[src/rtl/servo_frame_ctrl.sv]
// Frame-synchronous duty controller feeding the PWM generator: clock divider, frame
// counter mirroring the generator, command holding register and per-frame duty slew.
module servo_frame_ctrl #(
  parameter int          HALF_DIV   = 25,
  parameter logic [11:0] ENDCOUNT   = 12'd1279,
  parameter logic [7:0]  RESET_DUTY = 8'd64,
  parameter int          LATCH_LEN  = 2
) (
  input  logic        clock,
  input  logic        reset_n,
  input  logic        cmd_valid,
  output logic        cmd_ready,
  input  logic [7:0]  cmd_target,
  input  logic [3:0]  cmd_step,
  output logic        clockdiv,
  output logic        latch,
  output logic [7:0]  duty,
  output logic [11:0] endcount,
  output logic        busy
);

  localparam int DW = $clog2(HALF_DIV);
  localparam int LW = (LATCH_LEN > 1) ? $clog2(LATCH_LEN) : 1;
  localparam logic [DW-1:0] DIV_LAST = DW'(HALF_DIV - 1);
  localparam logic [LW-1:0] LAT_LAST = LW'(LATCH_LEN - 1);

  typedef enum logic [1:0] {S_IDLE, S_UPDATE, S_LATCH} state_t;
  typedef struct packed {
    logic [7:0] target;
    logic [3:0] step;
  } cmd_t;

  state_t        state_q, state_d;
  logic [DW-1:0] div_cnt_q, div_cnt_d;
  logic          clockdiv_q, clockdiv_d;
  logic [11:0]   frame_cnt_q, frame_cnt_d;
  logic [LW-1:0] lat_cnt_q, lat_cnt_d;
  logic          latch_q, latch_d;
  logic [7:0]    duty_q, duty_d;
  logic [7:0]    target_q, target_d;
  logic [3:0]    step_q, step_d;
  cmd_t          hold_q, hold_d;
  logic          pending_q, pending_d;

  logic       div_wrap, tick, boundary, accept, load_hold;
  logic [7:0] gap, amt, slew_duty;

  // Divider and frame counter; a tick is the clockdiv rising edge
  always_comb begin
    div_wrap    = (div_cnt_q == DIV_LAST);
    tick        = div_wrap & ~clockdiv_q;
    boundary    = tick & (frame_cnt_q == ENDCOUNT);
    div_cnt_d   = div_wrap ? '0 : div_cnt_q + 1'b1;
    clockdiv_d  = clockdiv_q ^ div_wrap;
    frame_cnt_d = frame_cnt_q;
    if (tick) frame_cnt_d = (frame_cnt_q == ENDCOUNT) ? 12'd0 : frame_cnt_q + 12'd1;
  end

  // One slew step; amt never exceeds the gap, so no wrap past 0 or 255
  always_comb begin
    gap       = '0;
    amt       = '0;
    slew_duty = duty_q;
    if (step_q == 4'd0) begin
      slew_duty = target_q;
    end else if (target_q > duty_q) begin
      gap       = target_q - duty_q;
      amt       = (gap > {4'd0, step_q}) ? {4'd0, step_q} : gap;
      slew_duty = duty_q + amt;
    end else if (target_q < duty_q) begin
      gap       = duty_q - target_q;
      amt       = (gap > {4'd0, step_q}) ? {4'd0, step_q} : gap;
      slew_duty = duty_q - amt;
    end
  end

  always_comb begin
    state_d   = state_q;
    lat_cnt_d = lat_cnt_q;
    duty_d    = duty_q;
    target_d  = target_q;
    step_d    = step_q;
    load_hold = 1'b0;
    case (state_q)
      S_IDLE: if (boundary) state_d = S_UPDATE;
      S_UPDATE: begin
        // duty uses the target in force before this cycle; a fresh target waits a frame
        duty_d    = slew_duty;
        load_hold = pending_q;
        if (pending_q) begin
          target_d = hold_q.target;
          step_d   = hold_q.step;
        end
        lat_cnt_d = '0;
        state_d   = S_LATCH;
      end
      S_LATCH: begin
        if (lat_cnt_q == LAT_LAST) state_d = S_IDLE;
        else lat_cnt_d = lat_cnt_q + 1'b1;
      end
      default: state_d = S_IDLE;
    endcase
  end

  // latch trails the state by a cycle so duty is settled before its rising edge
  always_comb begin
    latch_d   = (state_q == S_LATCH);
    accept    = cmd_valid & ~pending_q;
    hold_d    = hold_q;
    pending_d = pending_q;
    if (accept) begin
      hold_d    = '{target: cmd_target, step: cmd_step};
      pending_d = 1'b1;
    end else if (load_hold) begin
      pending_d = 1'b0;
    end
  end

  always_ff @(posedge clock or negedge reset_n) begin
    if (!reset_n) begin
      state_q     <= S_IDLE;
      div_cnt_q   <= '0;
      clockdiv_q  <= 1'b0;
      frame_cnt_q <= '0;
      lat_cnt_q   <= '0;
      latch_q     <= 1'b0;
      duty_q      <= RESET_DUTY;
      target_q    <= RESET_DUTY;
      step_q      <= '0;
      hold_q      <= '0;
      pending_q   <= 1'b0;
    end else begin
      state_q     <= state_d;
      div_cnt_q   <= div_cnt_d;
      clockdiv_q  <= clockdiv_d;
      frame_cnt_q <= frame_cnt_d;
      lat_cnt_q   <= lat_cnt_d;
      latch_q     <= latch_d;
      duty_q      <= duty_d;
      target_q    <= target_d;
      step_q      <= step_d;
      hold_q      <= hold_d;
      pending_q   <= pending_d;
    end
  end

  assign cmd_ready = ~pending_q;
  assign clockdiv  = clockdiv_q;
  assign latch     = latch_q;
  assign duty      = duty_q;
  assign endcount  = ENDCOUNT;
  assign busy      = (duty_q != target_q) | pending_q;

endmodule
[config.mk]
export PLATFORM = sky130hd
export DESIGN_NAME = servo_frame_ctrl
export DESIGN_NICKNAME = d
export VERILOG_FILES = /design/src/rtl/servo_frame_ctrl.sv
export SDC_FILE = /design/constraint.sdc
export NUM_CORES = 1
export LEC_CHECK = 0
export CAP_MARGIN = 20
export CORE_ASPECT_RATIO = 0.7
export CORE_UTILIZATION = 58
export DETAILED_ROUTE_END_ITERATION = 8
export GPL_ROUTABILITY_DRIVEN = 0
export MAX_ROUTING_LAYER = met4
export PLACE_DENSITY = 0.8
export SLEW_MARGIN = 40
export SYNTH_ARGS = -nofsm -noshare
export SYNTH_HDL_FRONTEND = slang
export SYNTH_SLANG_ARGS = --single-unit
[constraint.sdc]
create_clock -name clock -period 5.4 [get_ports clock]
set_input_delay 0.81 -clock clock [delete_from_list [all_inputs] [get_ports clock]]
set_output_delay 0.81 -clock clock [all_outputs]
set_load 0.03 [all_outputs]
* Yosys cells after proc, flatten, opt, wreduce, memory -nomap -nowiden *
Cells that the tools add are included.
Widths: inputs -> output; s select.

cells by class
  $add $sub $neg = 7
  reductions and logical operators = 8
  bitwise operators = 7
  multiplexer cells = 15
  magnitude comparators = 4
  equal/unequal tests = 7

operators with widths
  cell                   count
  $mux 8                 5
  $sub 8x8->8            3
  $gt 8x4->1             2
  $add 12x1->12 const B  1
  $eq 12x11->1 const B   1
  $mux 12                1
  $add 8x8->8            1
  $gt 8x8->1             1
  $lt 8x8->1             1
  $ne 8x8->1             1
  $pmux 2 s3             1
  $reduce_and 2->1       3
  $add 5x1->5 const B    1
  $eq 5x5->1 const B     1
  $mux 5                 1
  $logic_not 4->1        1
  $mux 1                 4
  $mux 2                 2
  $ne 2x2->1 const B     2
  $reduce_bool 2->1      2
  $and 1x1->1            3
  $reduce_bool 3->1      1
  $eq 2x1->1 const B     1
  $eq 2x2->1 const B     1
  other kinds (6)        7

word-level totals
  flip-flop bits (word level) = 55
  word-level logic and storage cells = 60

* Longest topological paths before layout *
  word-level depth = 7
  gate-level depth with buffers = 26
  gate-level depth less buffers = 25

* Worst setup path before layout *
No wires, ideal clock.

  path kind = register to register
  start = register duty_q[1], in the netlist duty[1]
  end = register duty_q[7], in the netlist duty[7]
  data arrival time = 5.092 ns
  data required time = 5.268 ns
  period minus slack after synthesis = 5.224 ns
  path slack = 0.176 ns
  setup time = 0.132 ns
  cell stages (with the launch flop) = 23
  path through = dfrtp_1 -> inv_1 -> ha_1 -> nor2b_1 -> o31a_1 -> a21oi_1 -> ha_1 -> a21oi_1 -> o21ai_0 -> a221o_1 -> nor3b_4 -> mux2i_1 -> ha_1 -> nand2_1 -> o21a_1 -> ha_1 -> nor2b_1 -> o21ai_0 -> a21oi_1 -> o41ai_1 -> o21ai_0 -> a2111oi_2 -> nor3b_1

between the ends
  cells in the longest elaborated chain, start to end = 7
  elaborated cells on any way between the ends = 15
  those cells by class = add/sub: 4; order compare: 4; mux: 5; reduce/logical: 2

ends and longest elaborated chain
  element                   RTL line  text
  start: declaration        39        logic [7:0] duty_q, duty_d;
  start signal: assignment  139       duty_q <= duty_d;
  $sub 8x8->8               71        gap = duty_q - target_q;
  $gt 8x4->1                72        amt = (gap > {4'd0, step_q}) ? {4'd0, step_q} : gap;
  $mux 8                    72
  $sub 8x8->8               73        slew_duty = duty_q - amt;
  $mux 8                    70        end else if (target_q < duty_q) begin
  $mux 8                    66        end else if (target_q > duty_q) begin
  $mux 8                    64        if (step_q == 4'd0) begin

Several ways; a longest one is shown, not always the timed one. The select of a mux whose other input is x is not followed.
A chain may end at the register's enable or synchronous reset.

* Worst setup path after layout *
  start = register duty_q[3], in the netlist duty[3]
  end = register duty_q[7], in the netlist duty[7]

The elaborated chain is that of the path after synthesis.

==> run summary <==
YS warnings: 0
crit end category: flop
WP data arrival: 5320 ps
ANT nets after route: 0
Reg2Reg Launch Point: duty[3]
Critical Path, Cell by Cell: inv_1 -> ha_1 -> o21a_1 -> o31a_1 -> a21oi_2 -> ha_1 -> a21oi_1 -> o21ai_0 -> a221o_1 -> nor3b_4 -> mux2i_1 -> ha_1 -> inv_1 -> xnor2_1 -> mux2i_1 -> ha_1 -> o21ai_1 -> a21oi_2 -> o41ai_2 -> or3_4 -> a2111oi_2 -> nor3b_1
TritonCTS clock tree: built
hold endpoint: div_cnt_q[0]
Hold WC Path Type: flop to flop
final core utilization: 68.3%
layout cells sized above 1: 14.2%
startpoint types: flop
Synth cell types: 53
worst path buffer plus inverter count: 2
DIE HEIGHT: 70.1 microns
number of global-route vias before repair: 2,853
hold path cells: 1
CP delay by family, top: compound AO/OA/AOI/OAI gates
largest net degree at the start of global routing: 56
H-Tree Depth: 2
Worst Path Required: 5580 ps
CORE AREA: 0.00631 sq mm
initial core utilization: 60.9%
Post-Place Setup Slack: -72.4 ps
Fin. Hold Viols: 0
CTS buffer count: 5
die area: 0.00695 sq mm
Nets: 485
r2r setup slk: 260 ps
Final Cycle Share: 95.2%
Synth Area in XOR/XNOR: 4.11%
WS Path Type: flop to flop
Slew HR: 54.4%
status: finished, final reports clean
multiplexer share of the synthesized area: 10.6%
worst setup margin: 261 ps
Post-Synth Simple-Gate Area: 13.7%
most frequent cells in the layout: 52 x dfrtp_1, 40 x inv_1, 37 x ha_1
P per Cell Area: 181 mW/mm^2
total track usage: 25.3%
clock skew: 10.7 ps
initial DRC count: 142
placed insts: 498
critical path's most frequent cell: ha_1
initial antenna violation count: 0
DR DRC count: 0
CTS max path bufs: 2
fraction of the mapped netlist area in adder cells: 13.9%
sequential element share of the synthesized area: 35.9%
DP Wirelength: 6260 microns
WL final: 8000 microns
Cell Count, Final, Fillers Out: 508
fillcell total: 482
Post-synth EDFFs: 0
area of the multi-input gates: 0.00224 sq mm
Max Cap Viol: 0
Top-Level Pins: 39
Slew Limit Fails: 0
gr ovfl total: 0
total number of vias: 2,941
Antenna Cells: 0
R2R depth: 22
Clock Sinks: 55
setup tns final: 0 ps
main combinational cell family by area after synthesis: compound AO/OA/AOI/OAI gates
Max VDD drop: 175 uV
Synth Instances: 400
final setup fails: 0
global-route wire length before repair: 13,500 microns
fmax: 195 MHz
Via density: 5.79
Critical Path Max Stage Delay: 440 ps
most common cell after layout, fill and taps aside: dfrtp_1
#FFs+latches synth: 55
clock-pin slew on the worst setup and hold paths: 90 ps
Clk Latency, worst-skew pair: 300 ps
CTS root buf: clkbuf_8
asr flop ratio synth: 100%
Synth-to-Final Area Change: 12.2%
Slowest cell on crit path: dfrtp_1
die width: 99.3 microns
Post-Syn Area: 0.00384 sq mm
hold path startpoint: div_cnt_q[0]
drt wl/cell: 15.8 microns
worst r2r dst: duty[7]
top_reg_cell synth: dfrtp_1
post-layout min period: 5140 ps
Post-Syn Area per Cell: 9.60 sq um
drt pass-1 iters: 6
post-synthesis compound-gate area fraction: 14.0%
worst-path fanout max: 7
register area: 0.00138 sq mm
worst-margin pin slew: 679 ps
IO buf count: 26
hold bufs inserted after CTS: 0
Rows: 24
P_leak: 1.94 nW
==> synth_stat cells, types with 6 or more instances <==
cell type / n / area share (%)
dfrtp_1: 53 / 35
inv_1: 41 / 4.0
ha_1: 38 / 12
nor2_1: 35 / 3.4
mux2_2: 29 / 8.5
o21ai_0: 23 / 3.0
a21oi_1: 22 / 2.9
nand2_1: 13 / 1.3
buf_4: 12 / 2.3
xnor2_1: 12 / 2.7
nand3_1: 11 / 1.4
nor3_1: 10 / 1.3
nand4_1: 9 / 1.5
nor2b_1: 9 / 1.5
a211oi_1: 8 / 1.6
mux2i_1: 8 / 2.1
a21o_1: 6 / 1.2
xor2_1: 6 / 1.4
==> logic make-up after synthesis <==
logic type | after synthesis
fa+ha+maj | 41
xor+xnor | 18
simple gates | 102
buf+inv | 62
mux | 37
other cells | 2
flops | 55
compound gates | 83
==> state kept, by name (all words and copies together) (netlist names) <==
signal,cells
frame_cnt_q,12
target_q,8
duty,8
latch,1
div_cnt_q,5
clockdiv,1
step_q,4
hold_q,12
lat_cnt_q,1
pending_q,1
state_q,2
==> metal layers <==
| metal | track usage (%) | up-vias | wire (microns) |
|---|---|---|---|
| met5 | - | - | 0 |
| met4 | 3.92 | 0 | 57 |
| met3 | 4.40 | 10 | 332 |
| met2 | 37.9 | 84 | 3570 |
| met1 | 36.9 | 1420 | 4050 |
| li1 | - | 1427 | - |
==> worst reg2reg max path, stage by stage, from the launching register on <==
cell,delay (ps)
dfrtp_1,440
inv_1,90
ha_1,410
o21a_1,160
o31a_1,220
a21oi_2,60
ha_1,320
a21oi_1,140
o21ai_0,120
a221o_1,390
nor3b_4,330
mux2i_1,250
ha_1,160
inv_1,70
xnor2_1,190
mux2i_1,120
ha_1,330
o21ai_1,100
a21oi_2,220
o41ai_2,100
or3_4,340
a2111oi_2,360
nor3b_1,100
==> per-stage QoR <==
stage                     power, mW  hold WS (ps)  area [sq um]
after floorplan               0.463           455          3880
after global placement        0.476           479          4140
after detailed placement      0.478           482          4140
after CTS                     0.794           496          4280
after global routing          0.812           513          4310
final                         0.782           491          4310
==> worst max-delay path by stage <==
stage          slack [ps]     from  cells after the start  endpoint
2_1_floorplan         180  duty[1]                     22   duty[7]
3_3_place_gp          310  duty[1]                     22   duty[7]
3_5_place_dp          -70  duty[1]                     22   duty[7]
4_1_cts                 9  duty[1]                     22   duty[7]
5_1_grt               -70  duty[3]                     22   duty[7]
6_report              260  duty[3]                     22   duty[7]
==> power by group <==
| part | internal, mW | total [mW] | switching, mW | leakage, nW |
|---|---|---|---|---|
| clock network | 0.185 | 0.312 | 0.127 | 0.0654 |
| registers | 0.423 | 0.429 | 0.00596 | 0.712 |
| logic | 0.0174 | 0.0403 | 0.0229 | 1.17 |
| total | 0.626 | 0.782 | 0.156 | 1.94 |
==> final cells by class <==
cell class,instances,area share [%]
Multi-Input combinational cell,293,51.9
Tap cell,78,2.26
Clock inverter,2,1.39
Inverter,41,3.57
Timing Repair Buffer,33,7.14
Sequential cell,55,32.0
Clock buffer,6,1.68
==> what timing repair did <==
item | in CTS | in global routing
endpoints found under the setup margin | 1 | 4
setup buffers | 0 | 2
resized for setup | 1 | 7
pin swaps | 0 | 1
Power figures use the tool's default switching activity.
